**src/rtl/pipe_ctrl_pkg.sv**
```systemverilog
// Shared pipeline-control definitions: stage codes, sequencer states and helpers
// used by the hazard/stall sequencer and every pipeline register.
package pipe_ctrl_pkg;

  localparam logic [1:0] PIPE_LOAD  = 2'd0;
  localparam logic [1:0] PIPE_HOLD  = 2'd1;
  localparam logic [1:0] PIPE_FLUSH = 2'd2;

  typedef enum logic [1:0] {
    RUN      = 2'd0,
    REDIRECT = 2'd1,
    MEMWAIT  = 2'd2
  } pipeState_e;

  function automatic logic anyFlush(input logic [1:0] a, input logic [1:0] b, input logic [1:0] c);
    return (a == PIPE_FLUSH) || (b == PIPE_FLUSH) || (c == PIPE_FLUSH);
  endfunction

endpackage

```
**src/rtl/sat_counter.sv**
```systemverilog
// Saturating up-counter used for the sequencer's debug event counts.
module sat_counter #(
  parameter int W = 16
) (
  input  logic         Clk,
  input  logic         Rst_n,
  input  logic         inc,
  output logic [W-1:0] count
);

  // Count events, sticking at all-ones once reached.
  always_ff @(posedge Clk or negedge Rst_n) begin
    if (!Rst_n) begin
      count <= {W{1'b0}};
    end else if (inc && (count != {W{1'b1}})) begin
      count <= count + {{(W-1){1'b0}}, 1'b1};
    end else begin
      count <= count;
    end
  end

endmodule

```
**src/rtl/hazard_stall_controller.sv**
```systemverilog
// Central 5-stage pipeline sequencer: load-use stalls, EX-resolved redirects,
// data-memory wait freezes, plus saturating stall/flush debug counters.
module hazard_stall_controller #(
  parameter int REDIRECT_CYCLES = 1,
  parameter int CNT_W           = 16
) (
  input  logic             Clk,
  input  logic             Rst_n,
  input  logic [4:0]       ID_Rs,
  input  logic [4:0]       ID_Rt,
  input  logic             ID_UsesRs,
  input  logic             ID_UsesRt,
  input  logic [1:0]       EX_MemRead,
  input  logic             EX_RegWrite,
  input  logic [4:0]       EX_WriteReg,
  input  logic             EX_Redirect,
  input  logic             MEM_Busy,
  output logic             PC_Write,
  output logic [1:0]       IF_ID_Signal,
  output logic [1:0]       ID_EX_Signal,
  output logic [1:0]       EX_MEM_Signal,
  output logic [CNT_W-1:0] StallCycles,
  output logic [CNT_W-1:0] FlushCount
);

  import pipe_ctrl_pkg::*;

  localparam logic [2:0] RELOAD = 3'(REDIRECT_CYCLES - 1);

  pipeState_e state_r;
  pipeState_e nextState_s;
  logic       resume_r;
  logic       nextResume_s;
  logic [2:0] redirCnt_r;
  logic [2:0] nextCnt_s;
  logic       inRedirect_s;
  logic       lu_s;
  logic       stallInc_s;
  logic       flushInc_s;

  assign lu_s = (EX_MemRead != 2'd0) && EX_RegWrite && (EX_WriteReg != 5'd0) &&
                ((ID_UsesRs && (ID_Rs == EX_WriteReg)) || (ID_UsesRt && (ID_Rt == EX_WriteReg)));

  // Resolve whether the current cycle behaves as a redirect cycle (MEMWAIT resumes its origin).
  always_comb begin
    inRedirect_s = 1'b0;
    case (state_r)
      RUN:      inRedirect_s = 1'b0;
      REDIRECT: inRedirect_s = 1'b1;
      MEMWAIT:  inRedirect_s = resume_r;
      default:  inRedirect_s = 1'b0;
    endcase
  end

  // Stage codes, PC enable and next-state selection in priority order.
  always_comb begin
    PC_Write      = 1'b1;
    IF_ID_Signal  = PIPE_LOAD;
    ID_EX_Signal  = PIPE_LOAD;
    EX_MEM_Signal = PIPE_LOAD;
    nextState_s   = RUN;
    nextResume_s  = 1'b0;
    nextCnt_s     = redirCnt_r;
    if (!Rst_n) begin
      PC_Write      = 1'b0;
      IF_ID_Signal  = PIPE_FLUSH;
      ID_EX_Signal  = PIPE_FLUSH;
      EX_MEM_Signal = PIPE_FLUSH;
      nextCnt_s     = 3'd0;
    end else if (MEM_Busy) begin
      PC_Write      = 1'b0;
      IF_ID_Signal  = PIPE_HOLD;
      ID_EX_Signal  = PIPE_HOLD;
      EX_MEM_Signal = PIPE_HOLD;
      nextState_s   = MEMWAIT;
      nextResume_s  = inRedirect_s;
    end else if (EX_Redirect) begin
      IF_ID_Signal  = PIPE_FLUSH;
      ID_EX_Signal  = PIPE_FLUSH;
      nextCnt_s     = RELOAD;
      nextState_s   = (REDIRECT_CYCLES > 1) ? REDIRECT : RUN;
    end else if (inRedirect_s) begin
      // ID already holds a bubble here, so a load-use match is irrelevant.
      IF_ID_Signal  = PIPE_FLUSH;
      nextCnt_s     = (redirCnt_r != 3'd0) ? (redirCnt_r - 3'd1) : 3'd0;
      nextState_s   = (redirCnt_r > 3'd1) ? REDIRECT : RUN;
    end else if (lu_s) begin
      PC_Write      = 1'b0;
      IF_ID_Signal  = PIPE_HOLD;
      ID_EX_Signal  = PIPE_FLUSH;
    end else begin
      nextState_s   = RUN;
    end
  end

  // Sequencer state register.
  always_ff @(posedge Clk or negedge Rst_n) begin
    if (!Rst_n) begin
      state_r    <= RUN;
      resume_r   <= 1'b0;
      redirCnt_r <= 3'd0;
    end else begin
      state_r    <= nextState_s;
      resume_r   <= nextResume_s;
      redirCnt_r <= nextCnt_s;
    end
  end

  assign stallInc_s = !PC_Write;
  assign flushInc_s = anyFlush(IF_ID_Signal, ID_EX_Signal, EX_MEM_Signal);

  sat_counter #(.W(CNT_W)) uStallCnt (
    .Clk   (Clk),
    .Rst_n (Rst_n),
    .inc   (stallInc_s),
    .count (StallCycles)
  );

  sat_counter #(.W(CNT_W)) uFlushCnt (
    .Clk   (Clk),
    .Rst_n (Rst_n),
    .inc   (flushInc_s),
    .count (FlushCount)
  );

endmodule

```
**config.mk**
```make
export PLATFORM = sky130hd
export DESIGN_NAME = hazard_stall_controller
export DESIGN_NICKNAME = d
export VERILOG_FILES = /design/src/rtl/pipe_ctrl_pkg.sv /design/src/rtl/sat_counter.sv /design/src/rtl/hazard_stall_controller.sv
export SDC_FILE = /design/constraint.sdc
export NUM_CORES = 1
export LEC_CHECK = 0
export CAP_MARGIN = 20
export CORE_MARGIN = 5
export CORE_UTILIZATION = 50
export CTS_CLUSTER_SIZE = 20
export DETAILED_ROUTE_END_ITERATION = 10
export PLACE_DENSITY = 0.93
export SYNTH_ARGS = -nofsm -noshare
export SYNTH_HDL_FRONTEND = slang
export SYNTH_SLANG_ARGS = --single-unit
```
**constraint.sdc**
```tcl
create_clock -name Clk -period 3.3 [get_ports Clk]
set_clock_uncertainty 0.15 [all_clocks]
set_input_delay 0.66 -clock Clk [delete_from_list [all_inputs] [get_ports Clk]]
set_output_delay 0.66 -clock Clk [all_outputs]
set_load 0.005 [all_outputs]
```
### After elaboration in Yosys (flattened, before gate mapping)

Cells that the tools add are included.

* flip-flop bits (word level): 38
* bits of input ports: 24
* output and inout bits: 39
* word-level logic and storage cells: 65

* $add $sub $neg: 3
* $lt $le $gt $ge: 1
* equality and inequality tests: 11
* multiplexer cells: 30
* reductions and logical operators: 15

Operator list (number)
* 16-bit by 1-bit adder with 16-bit output (second input constant): 2
* 16-bit inequality test (second input constant): 2
* 2-bit 2-to-1 mux: 12
* 3-bit 2-to-1 mux: 5
* 1-bit 2-to-1 mux: 12
* 5-bit equality test: 2
* 2-bit equality test (second input constant): 4
* 1-bit logical AND: 7
* 5-bit nonzero test: 1
* 3-bit by 1-bit greater-than comparator with 1-bit output (second input constant): 1
* 1-bit logical OR: 3
* 3-bit by 1-bit inequality test with 1-bit output (second input constant): 1
* 3-bit nonzero test: 1
* 3-bit by 1-bit subtractor with 3-bit output (second input constant): 1
* 2-bit by 1-bit equality test with 1-bit output (second input constant): 1
* 2-bit inequality test (second input constant): 1
* 1-bit case mux with 2 select lines: 1
* 2-bit AND reduction: 1
* 2-bit nonzero test: 1
* 1-bit zero test: 1

### Depth between registers and ports, before layout

Gate-level depths: netlist (run 1).

* depth in word-level cells: 13
* depth in mapped cells: 11

### By module

From an unflattened synthesis (run 1), not the netlist that was laid out.

* cell total of the unflattened synthesis: 208
* area, all modules: 2283.4 um^2

By module, submodules not included
* sat_counter: times used 2, cells an instance 72, area each 859.6 um^2, sequential area each 400.4 um^2
* hazard_stall_controller: times used 1, cells an instance 64, area each 564.3 um^2, sequential area each 150.1 um^2

### Worst setup path before layout (run 1)

Ideal clock, no wire load.

* path type: input -> output
* start point: input port EX_WriteReg[1]
* end point: output port ID_EX_Signal[1]
* data arrival time: 1.677 ns
* data required time: 2.490 ns
* setup slack: 0.813 ns
* stages: 6
* buffers on the path: 0
* path through: xnor2_1 > nand4_1 > o22ai_1 > nor2b_1 > o21ai_0 > a21oi_1

* longest elaborated chain between the ends: 9
* elaborated cells between the ends (all ways): 13
* those cells by class: eq/ne: 2; mux: 5; reduce/logical: 6

RTL lines
* start, declared: line hazard_stall_controller.sv:15 `input logic [4:0] EX_WriteReg,`
* 5-bit equality test: line hazard_stall_controller.sv:42 `((ID_UsesRs && (ID_Rs == EX_WriteReg)) || (ID_UsesRt && (ID_Rt == EX_WriteReg)));`
* 1-bit logical AND: line hazard_stall_controller.sv:42
* 1-bit logical OR: line hazard_stall_controller.sv:42
* 1-bit logical AND *: line hazard_stall_controller.sv:41 `assign lu_s = (EX_MemRead != 2'd0) && EX_RegWrite && (EX_WriteReg != 5'd0) &&`
* 2-bit 2-to-1 mux *: line hazard_stall_controller.sv:87 `end else if (lu_s) begin`
* 2-bit 2-to-1 mux *: line hazard_stall_controller.sv:82 `end else if (inRedirect_s) begin`
* 2-bit 2-to-1 mux *: line hazard_stall_controller.sv:77 `end else if (EX_Redirect) begin`
* 2-bit 2-to-1 mux *: line hazard_stall_controller.sv:70 `end else if (MEM_Busy) begin`
* 2-bit 2-to-1 mux *: line hazard_stall_controller.sv:64 `if (!Rst_n) begin`
* end, declared: line hazard_stall_controller.sv:20 `output logic [1:0] ID_EX_Signal,`

Every way passes the cells marked *; elsewhere a longest branch is shown, timed or not.

### Worst setup path after layout (run 1)

* start point: input port EX_WriteReg[1]
* end point: output port IF_ID_Signal[0]

* longest elaborated chain between the ends: 9
* elaborated cells between the ends (all ways): 13
* those cells by class: eq/ne: 2; mux: 5; reduce/logical: 6

RTL lines
* 5-bit equality test: line hazard_stall_controller.sv:42
* 1-bit logical AND: line hazard_stall_controller.sv:42
* 1-bit logical OR: line hazard_stall_controller.sv:42
* 1-bit logical AND *: line hazard_stall_controller.sv:41
* 1-bit 2-to-1 mux *: line hazard_stall_controller.sv:87
* 2-bit 2-to-1 mux *: line hazard_stall_controller.sv:82
* 2-bit 2-to-1 mux *: line hazard_stall_controller.sv:77
* 2-bit 2-to-1 mux *: line hazard_stall_controller.sv:70
* 2-bit 2-to-1 mux *: line hazard_stall_controller.sv:64
* end, declared: line hazard_stall_controller.sv:19 `output logic [1:0] IF_ID_Signal,`

Marked as above.

==> reports/results.ini, run 1 <==
[die]
dieArea_sq_mm=0.005381
fp.coreArea_sq_mm=0.003943
io_pins=63
die_x_um=73.36
start_util_pct=50.90
die_h_um=73.36
rows=23

[synthesis]
synth_top_area_share_pct=47.38
synth_ff_type=dfrtp_1
synth_top_area_cell=dfrtp_1
mappedNetlistNets=224
netlist_area_sq_mm=0.002007
synthCells=194
synth_edf_count=0
synthDistinctLibCells=36
ys_seq_area_share_pct=47.38
synthTopCellsByArea=dfrtp_1 (47%), xnor2_1 (15%), ha_1 (3.7%)
syn-mean-instance-area_sq_um=10.34
ys_top_cells_by_count=dfrtp_1 (38), xnor2_1 (34), nand2_1 (16)
ys_warn_count=0
ys_async_sr_fraction_pct=100.0
yosysMostFrequentCell=dfrtp_1
synth-seq-cells=38

[worst_setup_path]
critPathMaxFanout=3
cp-end-kind=output pin
crit_chain=dlygate4sd2_1 -> or4_4 -> o221ai_4 -> nor3_2 -> a21oi_1 -> nor2_1 -> dlygate4sd2_1
cp-start-kind=input pin
crit_slowest_cell=or4_4
crit_path_max_incr_delay_ns=0.57
critPathKind=input pin to output pin
cp_common_cell=dlygate4sd2_1
cp.required_ns=2.49
worst_ep_arrival_time_ns=2.32

[clocking]
clock-root-buffer=clkbuf_8
clkTransAtPathRegs_ns=0.07
clk_latency_ns=0.28
hold_buffers=0
cts_sinks=38
cts_buffer_depth=2
cts_tree=yes
h-tree-depth=2
numCtsBuffers=5

[grt]
overflow=0
antenna_found_initial=0
grt_pass1_vias=1848
grt_pass1_wl_mm=8.100
track_usage_pct=19.27
grt_max_degree=26

[layout]
nFillCells=286
layout-drive-gt1-share_pct=9.398
fin_util_pct=71.18
final_area_sq_mm=0.002806
syn2layout_area_growth_pct=39.84
diodes=0
fin_nets=296

[sta]
hold_viol_final=0
drv_slew=0
period_needed_ns=3.131
period_share_pct=94.87
fmax_mhz=319.4
grt_setup_unrepaired=no
setup_viol=0
slew_headroom_pct=63.83
tightestPinTransition_ns=0.5384

[power]
vdd_drop_max_mv=0.3879
p_leak_nw=1.163
power_density_mw_per_mm2=506.0

[hold_path]
hp-class=input pin to async pin

[detailed_routing]
drc=0
drt_pass1_iterations=4
antenna_left=0
first_iter_violations=73
drt_wl_total_mm=4.900
vias=1707
wire_per_inst_um=15.51
vias_per_cell=5.402

[placed_design]
place_congestion=0.8763
dp_hpwl_mm=3.741
postPlaceCellArea_sq_mm=0.002700
portBuffers=62

[flow_run]
cap_violations=0

[run_status]
status=completed

-- layout by cell type (no fill, tap or decap), types with 2 or more instances in the layout --
master	Yosys	final
dfrtp_1	38	38
a21oi_1	5	5
nor2_1	15	15
buf_4	2	7
clkdlybuf4s50_1	0	53
and3_1	7	7
xnor2_1	34	34
nor3_1	3	3
nor4_1	2	2
clkbuf_8	0	5
nand2_1	16	16
dlygate4sd2_1	0	8
inv_1	11	11
mux2_2	2	2
ha_1	6	6
o21ai_0	2	2
nand3_1	13	13
xor2_1	6	6
nand4_1	12	12
-- area by class of cell --
type | count | area, sq um | area share (%)
Clock buffer | 6 | 72.57 | 2.586
Clock inverter | 1 | 7.507 | 0.2675
Sequential cell | 38 | 950.9 | 33.88
Tap cell | 50 | 62.56 | 2.229
Timing Repair Buffer | 69 | 658.1 | 23.45
Multi-Input combinational cell | 141 | 1013 | 36.11
Inverter | 11 | 41.29 | 1.471
-- cell families (layout without fill, tap and decap cells) --
family / after synthesis / in the layout / synth area share (%)
buffers and inverters: 15 / 87 / 3.553
DFF: 38 / 38 / 47.38
muxes: 2 / 2 / 1.122
AOI/OAI and AO/OA: 18 / 18 / 7.731
xor gates and xnor gates: 40 / 40 / 17.46
and+or+nand+nor: 75 / 75 / 19.02
adders and majority gates: 6 / 6 / 3.741
-- where the power goes --
group | internal (mW) | leakage, nW | total (mW) | switching (mW)
sequential | 0.555 | 0.494 | 0.675 | 0.120
combinational | 0.282 | 0.631 | 0.447 | 0.165
clock | 0.145 | 0.0373 | 0.298 | 0.153
total | 0.982 | 1.16 | 1.42 | 0.438
-- through the flow --
stage	instances	hold slack [ns]	total power, mW	setup WS [ns]	setup TNS (ns)
floorplan	194	0.2144	0.8543	0.8132	0
global placement	308	0.3270	1.110	-0.1891	-0.5150
detailed placement	308	0.3319	1.133	-0.2428	-0.6424
CTS	316	0.07202	1.433	0.1733	0
global route	316	0.07464	1.509	0.07121	0
finish	316	0.07222	1.420	0.1693	0
-- layer usage --
layer	global-route usage, %	up-vias	share of wire, %
met3	4.378	7	7.7
met1	21.35	828	39
met5	0	-	0
met2	35.35	59	51
met4	7.646	0	1.9
li1	-	813	-
-- timing repair --
| action | 4_1_cts | 5_1_grt |
|---|---|---|
| endpoints found under the setup margin | 3 | 0 |
| buffers inserted | 1 | 0 |
| resized for setup | 13 | 0 |
-- worst max-delay path: cells and delay by family --
kind / cells / cell delay [ns]
compound gates: 2 / 0.41
buf+inv: 2 / 0.54
simple gates: 3 / 0.71
-- flip-flops by register name (all words and copies together), names as in the netlist --
signal,count
resume_r,1
uStallCnt.count,16
state_r,2
redirCnt_r,3
uFlushCnt.count,16
-- worst paths after layout --
check	start	cells past startpoint	slack [ns]	to
worst max-delay path	EX_WriteReg[1]	7	0.17	IF_ID_Signal[0]
worst min-delay path	Rst_n	1	0.07	resume_r
worst max register to register	state_r[0]	9	0.82	uStallCnt.count[1]
worst min register to register	uStallCnt.count[10]	1	0.34	uStallCnt.count[10]
max in group asynchronous	Rst_n	2	2.35	uStallCnt.count[10]
min in group Clk	uStallCnt.count[10]	1	0.34	uStallCnt.count[10]
Note: power is estimated with default switching activity, not from simulation.
==> inputs of run 2 (changes only) <==
--- a/config.mk
+++ b/config.mk
@@ -11,6 +11,7 @@
 export CTS_CLUSTER_SIZE = 20
 export DETAILED_ROUTE_END_ITERATION = 10
 export PLACE_DENSITY = 0.93
+export SLEW_MARGIN = 20
 export SYNTH_ARGS = -nofsm -noshare
 export SYNTH_HDL_FRONTEND = slang
 export SYNTH_SLANG_ARGS = --single-unit
==> results of run 2 <==
Same layout as run 1: the final DEF is identical, and so are final timing and power.
